**config.mk**
```make
export PLATFORM = sky130hd
export DESIGN_NAME = fir_mac_seq_flat
export DESIGN_NICKNAME = d
export VERILOG_FILES = /design/src/rtl/fir_mac_seq_if.sv /design/src/rtl/fir_mac_seq.sv /design/src/flat_wrapper.sv
export SDC_FILE = /design/constraint.sdc
export NUM_CORES = 2
export LEC_CHECK = 0
export CAP_MARGIN = 15
export CORE_UTILIZATION = 30
export DETAILED_ROUTE_END_ITERATION = 10
export DONT_BUFFER_PORTS = 1
export PLACE_DENSITY = 0.5
export SLEW_MARGIN = 40
export SYNTH_ARGS = -nofsm -noshare
export SYNTH_HDL_FRONTEND = slang
export SYNTH_SLANG_ARGS = --single-unit
```
**constraint.sdc**
```tcl
create_clock -name clk -period 10.5 [get_ports clk]
set_clock_uncertainty 0.1 [all_clocks]
set_input_delay 0.525 -clock clk [delete_from_list [all_inputs] [get_ports clk]]
set_output_delay 0.525 -clock clk [all_outputs]
set_load 0.03 [all_outputs]
```
**src/rtl/fir_mac_seq_if.sv**
```systemverilog
// fir_mac_seq_if: valid/ready bundle for the sequential FIR MAC engine.
//
// Groups the three streams the engine talks to:
//   - sample input : in_valid, in_ready, in_data
//   - coef write   : coef_we, coef_addr, coef_data
//   - result output: out_valid, out_ready, out_data, plus busy status
// Modports:
//   master - the surrounding system (sample source, coefficient writer, result sink)
//   slave  - the engine itself
// When FIR_SAT_EN is defined the bundle also carries sat_flag (engine -> sink).
// The parameters must match those given to fir_mac_seq.
interface fir_mac_seq_if #(
  parameter int unsigned DATA_W   = 16,
  parameter int unsigned COEF_W   = 16,
  parameter int unsigned NUM_TAPS = 8,
  parameter int unsigned OUT_W    = 16
);
  localparam int unsigned AddrW = (NUM_TAPS > 1) ? $clog2(NUM_TAPS) : 1;

  logic                     in_valid;
  logic                     in_ready;
  logic signed [DATA_W-1:0] in_data;
  logic                     coef_we;
  logic [AddrW-1:0]         coef_addr;
  logic signed [COEF_W-1:0] coef_data;
  logic                     out_valid;
  logic                     out_ready;
  logic signed [OUT_W-1:0]  out_data;
  logic                     busy;
`ifdef FIR_SAT_EN
  logic                     sat_flag;

  modport master (
    output in_valid, in_data, coef_we, coef_addr, coef_data, out_ready,
    input  in_ready, out_valid, out_data, busy, sat_flag
  );

  modport slave (
    input  in_valid, in_data, coef_we, coef_addr, coef_data, out_ready,
    output in_ready, out_valid, out_data, busy, sat_flag
  );
`else
  modport master (
    output in_valid, in_data, coef_we, coef_addr, coef_data, out_ready,
    input  in_ready, out_valid, out_data, busy
  );

  modport slave (
    input  in_valid, in_data, coef_we, coef_addr, coef_data, out_ready,
    output in_ready, out_valid, out_data, busy
  );
`endif
endinterface

```
**src/rtl/fir_mac_seq.sv**
```systemverilog
// fir_mac_seq: time-multiplexed FIR multiply-accumulate engine.
//
// Holds a NUM_TAPS delay line (tap 0 newest) and a coefficient file, and computes
// y = sum(tap[k] * coef[k]) with a single multiplier, one product per cycle.
// Flow: IDLE (accept sample, shift delay line) -> ACC (NUM_TAPS products, then one
// cycle to scale and register the result) -> OUT (hold result until the sink takes it).
//
// Ports:
//   clk  - clock, all logic on the rising edge
//   rst  - synchronous reset, active-high
//   bus  - fir_mac_seq_if.slave: sample in (valid/ready), coefficient write port,
//          result out (valid/ready) and busy status
//
// Scaling: s = acc >>> OUT_SHIFT (floor). Output is s wrapped to OUT_W bits, or,
// with macro FIR_SAT_EN defined, s clamped to the OUT_W signed range with
// bus.sat_flag raised alongside out_valid when clamping happened.
// Coefficient writes are honoured only in IDLE; out-of-range addresses are ignored.
// Assumes ACC_W >= OUT_W.
module fir_mac_seq #(
  parameter int unsigned DATA_W    = 16,
  parameter int unsigned COEF_W    = 16,
  parameter int unsigned NUM_TAPS  = 8,
  parameter int unsigned ACC_W     = DATA_W + COEF_W + $clog2(NUM_TAPS),
  parameter int unsigned OUT_W     = 16,
  parameter int unsigned OUT_SHIFT = 15
) (
  input logic          clk,
  input logic          rst,
  fir_mac_seq_if.slave bus
);

  localparam int unsigned AddrW = (NUM_TAPS > 1) ? $clog2(NUM_TAPS) : 1;
  localparam int unsigned CntW  = $clog2(NUM_TAPS + 1);
  localparam int unsigned ProdW = DATA_W + COEF_W;

  // k counts 0..NUM_TAPS; the extra value is the scale/latch cycle.
  localparam logic [CntW-1:0] LastCnt  = CntW'(NUM_TAPS);
  localparam logic [AddrW:0]  NumTapsA = (AddrW + 1)'(NUM_TAPS);

  typedef enum logic [1:0] {
    StIdle,
    StAcc,
    StOut
  } state_e;

  state_e                   state_q, state_d;
  logic signed [DATA_W-1:0] taps_q [NUM_TAPS];
  logic signed [DATA_W-1:0] taps_d [NUM_TAPS];
  logic signed [COEF_W-1:0] coef_q [NUM_TAPS];
  logic signed [COEF_W-1:0] coef_d [NUM_TAPS];
  logic signed [ACC_W-1:0]  acc_q, acc_d;
  logic [CntW-1:0]          k_q, k_d;
  logic signed [OUT_W-1:0]  out_data_q, out_data_d;
  logic                     out_valid_q, out_valid_d;
  logic                     sat_q, sat_d;

  // Single shared multiplier datapath.
  logic [AddrW-1:0]         k_idx;
  logic signed [DATA_W-1:0] tap_sel;
  logic signed [COEF_W-1:0] coef_sel;
  logic signed [ProdW-1:0]  prod;
  logic signed [ACC_W-1:0]  prod_ext;

  // Scaled result of the finished accumulation.
  logic signed [OUT_W-1:0]  out_c;
  logic                     sat_c;

  // Clamp index on the latch cycle so the mux never reads past the arrays.
  assign k_idx    = (k_q < LastCnt) ? k_q[AddrW-1:0] : '0;
  assign tap_sel  = taps_q[k_idx];
  assign coef_sel = coef_q[k_idx];
  assign prod     = ProdW'(tap_sel) * ProdW'(coef_sel);
  assign prod_ext = ACC_W'(prod);

`ifdef FIR_SAT_EN
  localparam logic signed [ACC_W-1:0] OutMax = ACC_W'((longint'(1) <<< (OUT_W - 1)) - 1);
  localparam logic signed [ACC_W-1:0] OutMin = ACC_W'(-(longint'(1) <<< (OUT_W - 1)));

  logic signed [ACC_W-1:0] acc_shr;

  always_comb begin
    acc_shr = acc_q >>> OUT_SHIFT;
    out_c   = acc_shr[OUT_W-1:0];
    sat_c   = 1'b0;
    if (acc_shr > OutMax) begin
      out_c = OutMax[OUT_W-1:0];
      sat_c = 1'b1;
    end else if (acc_shr < OutMin) begin
      out_c = OutMin[OUT_W-1:0];
      sat_c = 1'b1;
    end
  end
`else
  always_comb begin
    // Two's-complement wrap: keep only the low OUT_W bits of the shifted sum.
    out_c = OUT_W'(acc_q >>> OUT_SHIFT);
    sat_c = 1'b0;
  end
`endif

  always_comb begin
    state_d     = state_q;
    taps_d      = taps_q;
    coef_d      = coef_q;
    acc_d       = acc_q;
    k_d         = k_q;
    out_data_d  = out_data_q;
    out_valid_d = out_valid_q;
    sat_d       = sat_q;

    case (state_q)
      StIdle: begin
        // A write coincident with an accepted sample lands before its first product.
        if (bus.coef_we && ({1'b0, bus.coef_addr} < NumTapsA)) begin
          coef_d[bus.coef_addr] = bus.coef_data;
        end
        if (bus.in_valid) begin
          taps_d[0] = bus.in_data;
          for (int unsigned i = 1; i < NUM_TAPS; i++) begin
            taps_d[i] = taps_q[i-1];
          end
          acc_d   = '0;
          k_d     = '0;
          state_d = StAcc;
        end
      end

      StAcc: begin
        if (k_q == LastCnt) begin
          out_data_d  = out_c;
          out_valid_d = 1'b1;
          sat_d       = sat_c;
          state_d     = StOut;
        end else begin
          acc_d = acc_q + prod_ext;
          k_d   = k_q + CntW'(1);
        end
      end

      StOut: begin
        if (bus.out_ready) begin
          out_valid_d = 1'b0;
          sat_d       = 1'b0;
          state_d     = StIdle;
        end
      end

      default: state_d = StIdle;
    endcase
  end

  always_ff @(posedge clk) begin
    if (rst) begin
      state_q     <= StIdle;
      taps_q      <= '{default: '0};
      coef_q      <= '{default: '0};
      acc_q       <= '0;
      k_q         <= '0;
      out_data_q  <= '0;
      out_valid_q <= 1'b0;
      sat_q       <= 1'b0;
    end else begin
      state_q     <= state_d;
      taps_q      <= taps_d;
      coef_q      <= coef_d;
      acc_q       <= acc_d;
      k_q         <= k_d;
      out_data_q  <= out_data_d;
      out_valid_q <= out_valid_d;
      sat_q       <= sat_d;
    end
  end

  assign bus.in_ready  = (state_q == StIdle);
  assign bus.busy      = (state_q != StIdle);
  assign bus.out_valid = out_valid_q;
  assign bus.out_data  = out_data_q;
`ifdef FIR_SAT_EN
  assign bus.sat_flag  = sat_q;
`else
  // sat_q only matters in the saturating build.
  logic unused_sat;
  assign unused_sat = sat_q ^ sat_c;
`endif

endmodule

```
**src/flat_wrapper.sv**
```systemverilog
// flat-port wrapper written by rule: the top's interface ports become plain ports
module fir_mac_seq_flat 
#(
  parameter int unsigned DATA_W    = 16,
  parameter int unsigned COEF_W    = 16,
  parameter int unsigned NUM_TAPS  = 8,
  parameter int unsigned ACC_W     = DATA_W + COEF_W + $clog2(NUM_TAPS),
  parameter int unsigned OUT_W     = 16,
  parameter int unsigned OUT_SHIFT = 15
)
  (clk, rst, bus_in_valid, bus_in_data, bus_coef_we, bus_coef_addr, bus_coef_data, bus_out_ready, bus_in_ready, bus_out_valid, bus_out_data, bus_busy);
  fir_mac_seq_if #(.DATA_W(DATA_W), .COEF_W(COEF_W), .NUM_TAPS(NUM_TAPS), .OUT_W(OUT_W)) bus_i ();
  input logic clk;
  input logic rst;
  input wire logic [$bits(bus_i.in_valid)-1:0] bus_in_valid;
  input wire logic [$bits(bus_i.in_data)-1:0] bus_in_data;
  input wire logic [$bits(bus_i.coef_we)-1:0] bus_coef_we;
  input wire logic [$bits(bus_i.coef_addr)-1:0] bus_coef_addr;
  input wire logic [$bits(bus_i.coef_data)-1:0] bus_coef_data;
  input wire logic [$bits(bus_i.out_ready)-1:0] bus_out_ready;
  output wire logic [$bits(bus_i.in_ready)-1:0] bus_in_ready;
  output wire logic [$bits(bus_i.out_valid)-1:0] bus_out_valid;
  output wire logic [$bits(bus_i.out_data)-1:0] bus_out_data;
  output wire logic [$bits(bus_i.busy)-1:0] bus_busy;
  assign bus_i.in_valid = bus_in_valid;
  assign bus_i.in_data = bus_in_data;
  assign bus_i.coef_we = bus_coef_we;
  assign bus_i.coef_addr = bus_coef_addr;
  assign bus_i.coef_data = bus_coef_data;
  assign bus_i.out_ready = bus_out_ready;
  assign bus_in_ready = bus_i.in_ready;
  assign bus_out_valid = bus_i.out_valid;
  assign bus_out_data = bus_i.out_data;
  assign bus_busy = bus_i.busy;
  fir_mac_seq #(.DATA_W(DATA_W), .COEF_W(COEF_W), .NUM_TAPS(NUM_TAPS), .ACC_W(ACC_W), .OUT_W(OUT_W), .OUT_SHIFT(OUT_SHIFT)) u_core (.clk(clk), .rst(rst), .bus(bus_i));
endmodule
```
==> flow_summary.ini <==
[routing]
vias_per_cell = 4.81
ant_nets = 0
drt-wirelength-per-cell_um = 18.0
vias = 18373
routed_wl_mm = 68.9
dr.pass1.iters = 5
drc_errors = 0
drtIter0Drc = 1162

[floorplan]
dieArea_um2 = 79000
fp.dieH_um = 281
die_w_um = 281
core_um2 = 76500
start_util_pct = 30.5
row_count = 101
pin_count = 59

[yosys]
synth_ff_type = dfxtp_1
syn_inst = 2817
synth_top_area_cell = dfxtp_1
synth_nets = 3239
synth_seq_cells = 310
synthTopCellsByArea = dfxtp_1 27%, fa_1 24%, nand2_1 12%
synth_cell_types = 67
async_reset_ff_share_pct = 0
ys_seq_area_share_pct = 26.6
syn_area_per_cell_um2 = 8.29
synth_common_cells = 726 x nand2_1, 349 x a21oi_1, 333 x inv_1, 310 x dfxtp_1, 285 x fa_1
synth-edff-count = 0
yosysWarnings = 0
syn_area_um2 = 23400
synth_top_area_share_pct = 26.6
yosysMostFrequentCell = nand2_1

[sta]
min_period_ps = 8840
tightest_slew_ps = 870
fin_tns_setup_ps = 0
max-slew-margin-rel_pct = 42.0
setup_violations = 0
slew_violations = 0
post-route-period-util_pct = 84.2
hold_slack_ps = 16.8
finalHoldViolCount = 0
setup_ws_ps = 1660
rsz0062_at_grt = false
clock.fmax_mhz = 113

[worst_hold_path]
min_path_type = in -> reg
min_path_cells = 2

[finish]
drive_gt1_share_pct = 6.35
stdcell_count = 3818
fillers = 8109
finalNetCount = 3182
area_growth_pct = 11.4
stdcell_area_um2 = 26000

[placement]
placedCellCount = 3716
port_buffers = 0
placed_area_um2 = 24400
gp_congestion = 0.900
dp_hpwl_mm = 49.4
pre_cts_slack_ps = 1580

[clocking]
cts_setup_buffers = 0
cts_tree = yes
cts.sinks = 310
root_buffer = clkbuf_16
cts_max_path_buffers = 3
insertion_delay_ps = 570
clkTransAtPathRegs_ps = 60
cts_htree_levels = 2
cts_made_buffers = 37

[setup_path]
crit_required_ps = 10860
path_class = reg -> reg
startpoint_type = flop
arrival_ps = 9200
cp-end-kind = flop
r2r_slack_ps = 1660
reg2reg_depth = 27
path_max_fanout = 55

[global_routing]
grt_pass1_wl_mm = 110
grt_max_degree = 308
first_global_vias = 18794
antenna_found_initial = 5
overflow = 0
grt_usage_pct = 17.9

[power_and_ir_drop]
max-vdd-ir-drop_v = 0.000119
power_leakage_uw = 0.0108
powerDensity_nw_per_um2 = 109

[run]
maxCapViolations = 0

[status]
status = finished clean
[path summary, 6_finish.rpt]
kind,start,to
setup / recovery,u_core.k_q[2],u_core.acc_q[30]
hold / removal,bus_in_data[5],u_core.taps_q[117]
hold reg to reg,u_core.coef_q[89],u_core.coef_q[89]
setup reg to reg,u_core.k_q[2],u_core.acc_q[30]
[metrics by stage]
stage	power (µW)	util (%)
global route	2960	34.0
floorplan	1430	-
global placement	1500	31.8
detailed placement	1510	31.9
CTS	2890	33.9
finish	2840	34.0
[worst max-delay path, stage by stage (launching register included)]
cell,delay [ps]
dfxtp_2,320
buf_4,530
inv_2,390
nand2_1,590
o22ai_1,190
a211oi_1,300
a21oi_1,70
buf_4,230
nor2_1,180
fa_1,450
inv_1,80
fa_1,460
fa_1,530
inv_1,60
fa_1,480
fa_1,490
inv_1,50
fa_1,480
inv_1,40
ha_1,330
nand2_1,90
nor3_1,600
nand3_1,440
a21oi_1,450
nor3_1,140
o31ai_1,330
xnor2_1,110
a22o_1,180
[flip-flops by register name, summed over array words and instances (netlist names)]
| register | cells |
|---|---|
| u_core.taps_q | 128 |
| u_core.coef_q | 128 |
| u_core.acc_q | 31 |
| u_core.state_q | 2 |
| u_core.k_q | 4 |
| u_core.bus.out_data | 16 |
| u_core.bus.out_valid | 1 |
[metal layers]
| layer | global-route usage (%) | wire (µm) | up-vias |
|---|---|---|---|
| li1 | - | - | 8815 |
| met5 | 0 | 48 | - |
| met1 | 23.1 | 29900 | 9059 |
| met3 | 2.23 | 2840 | 102 |
| met4 | 5.31 | 1950 | 6 |
| met2 | 31.2 | 34200 | 391 |
[repair_timing]
item                                    in CTS  in global routing
hold buffers                                32                  0
endpoints found under the hold margin      307                  0
endpoints found under the setup margin       0                  0
resized for setup                            0                  0
[cell type report]
| class | count | area (µm²) | share of cell area (%) |
|---|---|---|---|
| well taps | 1030 | 1290 | 4.96 |
| diodes | 1 | 2.50 | 0.00962 |
| multi-input cells | 1988 | 15200 | 58.5 |
| repair buffers | 78 | 774 | 2.98 |
| flip-flops and latches | 310 | 6210 | 23.9 |
| inverters | 345 | 1290 | 4.98 |
| clock inverters | 14 | 193 | 0.741 |
| clock buffers | 52 | 1040 | 4.01 |
[power by group]
group	internal, µW	leakage, µW	switching, µW
Combinational	95.8	0.00773	215
Sequential	1190	0.00250	14.0
Clock	756	0.000593	569
Total	2050	0.0108	798
[cell families after synthesis]
family,share of synthesized area (%)
and+or+nand+nor,17.6
buffers and inverters,8.64
AOI/OAI and AO/OA,12.2
adders and majority gates,29.6
DFF,26.6
muxes,4.05
xor gates and xnor gates,1.33
[cells in the final DEF (no fill, tap or decap), drive strengths merged, types with 11 or more instances in the layout]
master / Yosys / final
nand3: 27 / 27
and2: 16 / 16
buf: 31 / 47
ha: 97 / 97
nand2: 726 / 726
clkbuf: 143 / 52
o21ai: 26 / 26
dlygate4sd3: 0 / 31
nand2b: 11 / 11
o31ai: 12 / 12
inv: 345 / 348
mux4: 36 / 36
a21oi: 349 / 349
nor2b: 19 / 19
a211oi: 17 / 17
a21o: 21 / 21
o22ai: 23 / 23
nor2: 184 / 184
nor3: 15 / 15
dfxtp: 310 / 310
xnor2: 25 / 25
fa: 285 / 285
Note: power is estimated with default switching activity, not from simulation.
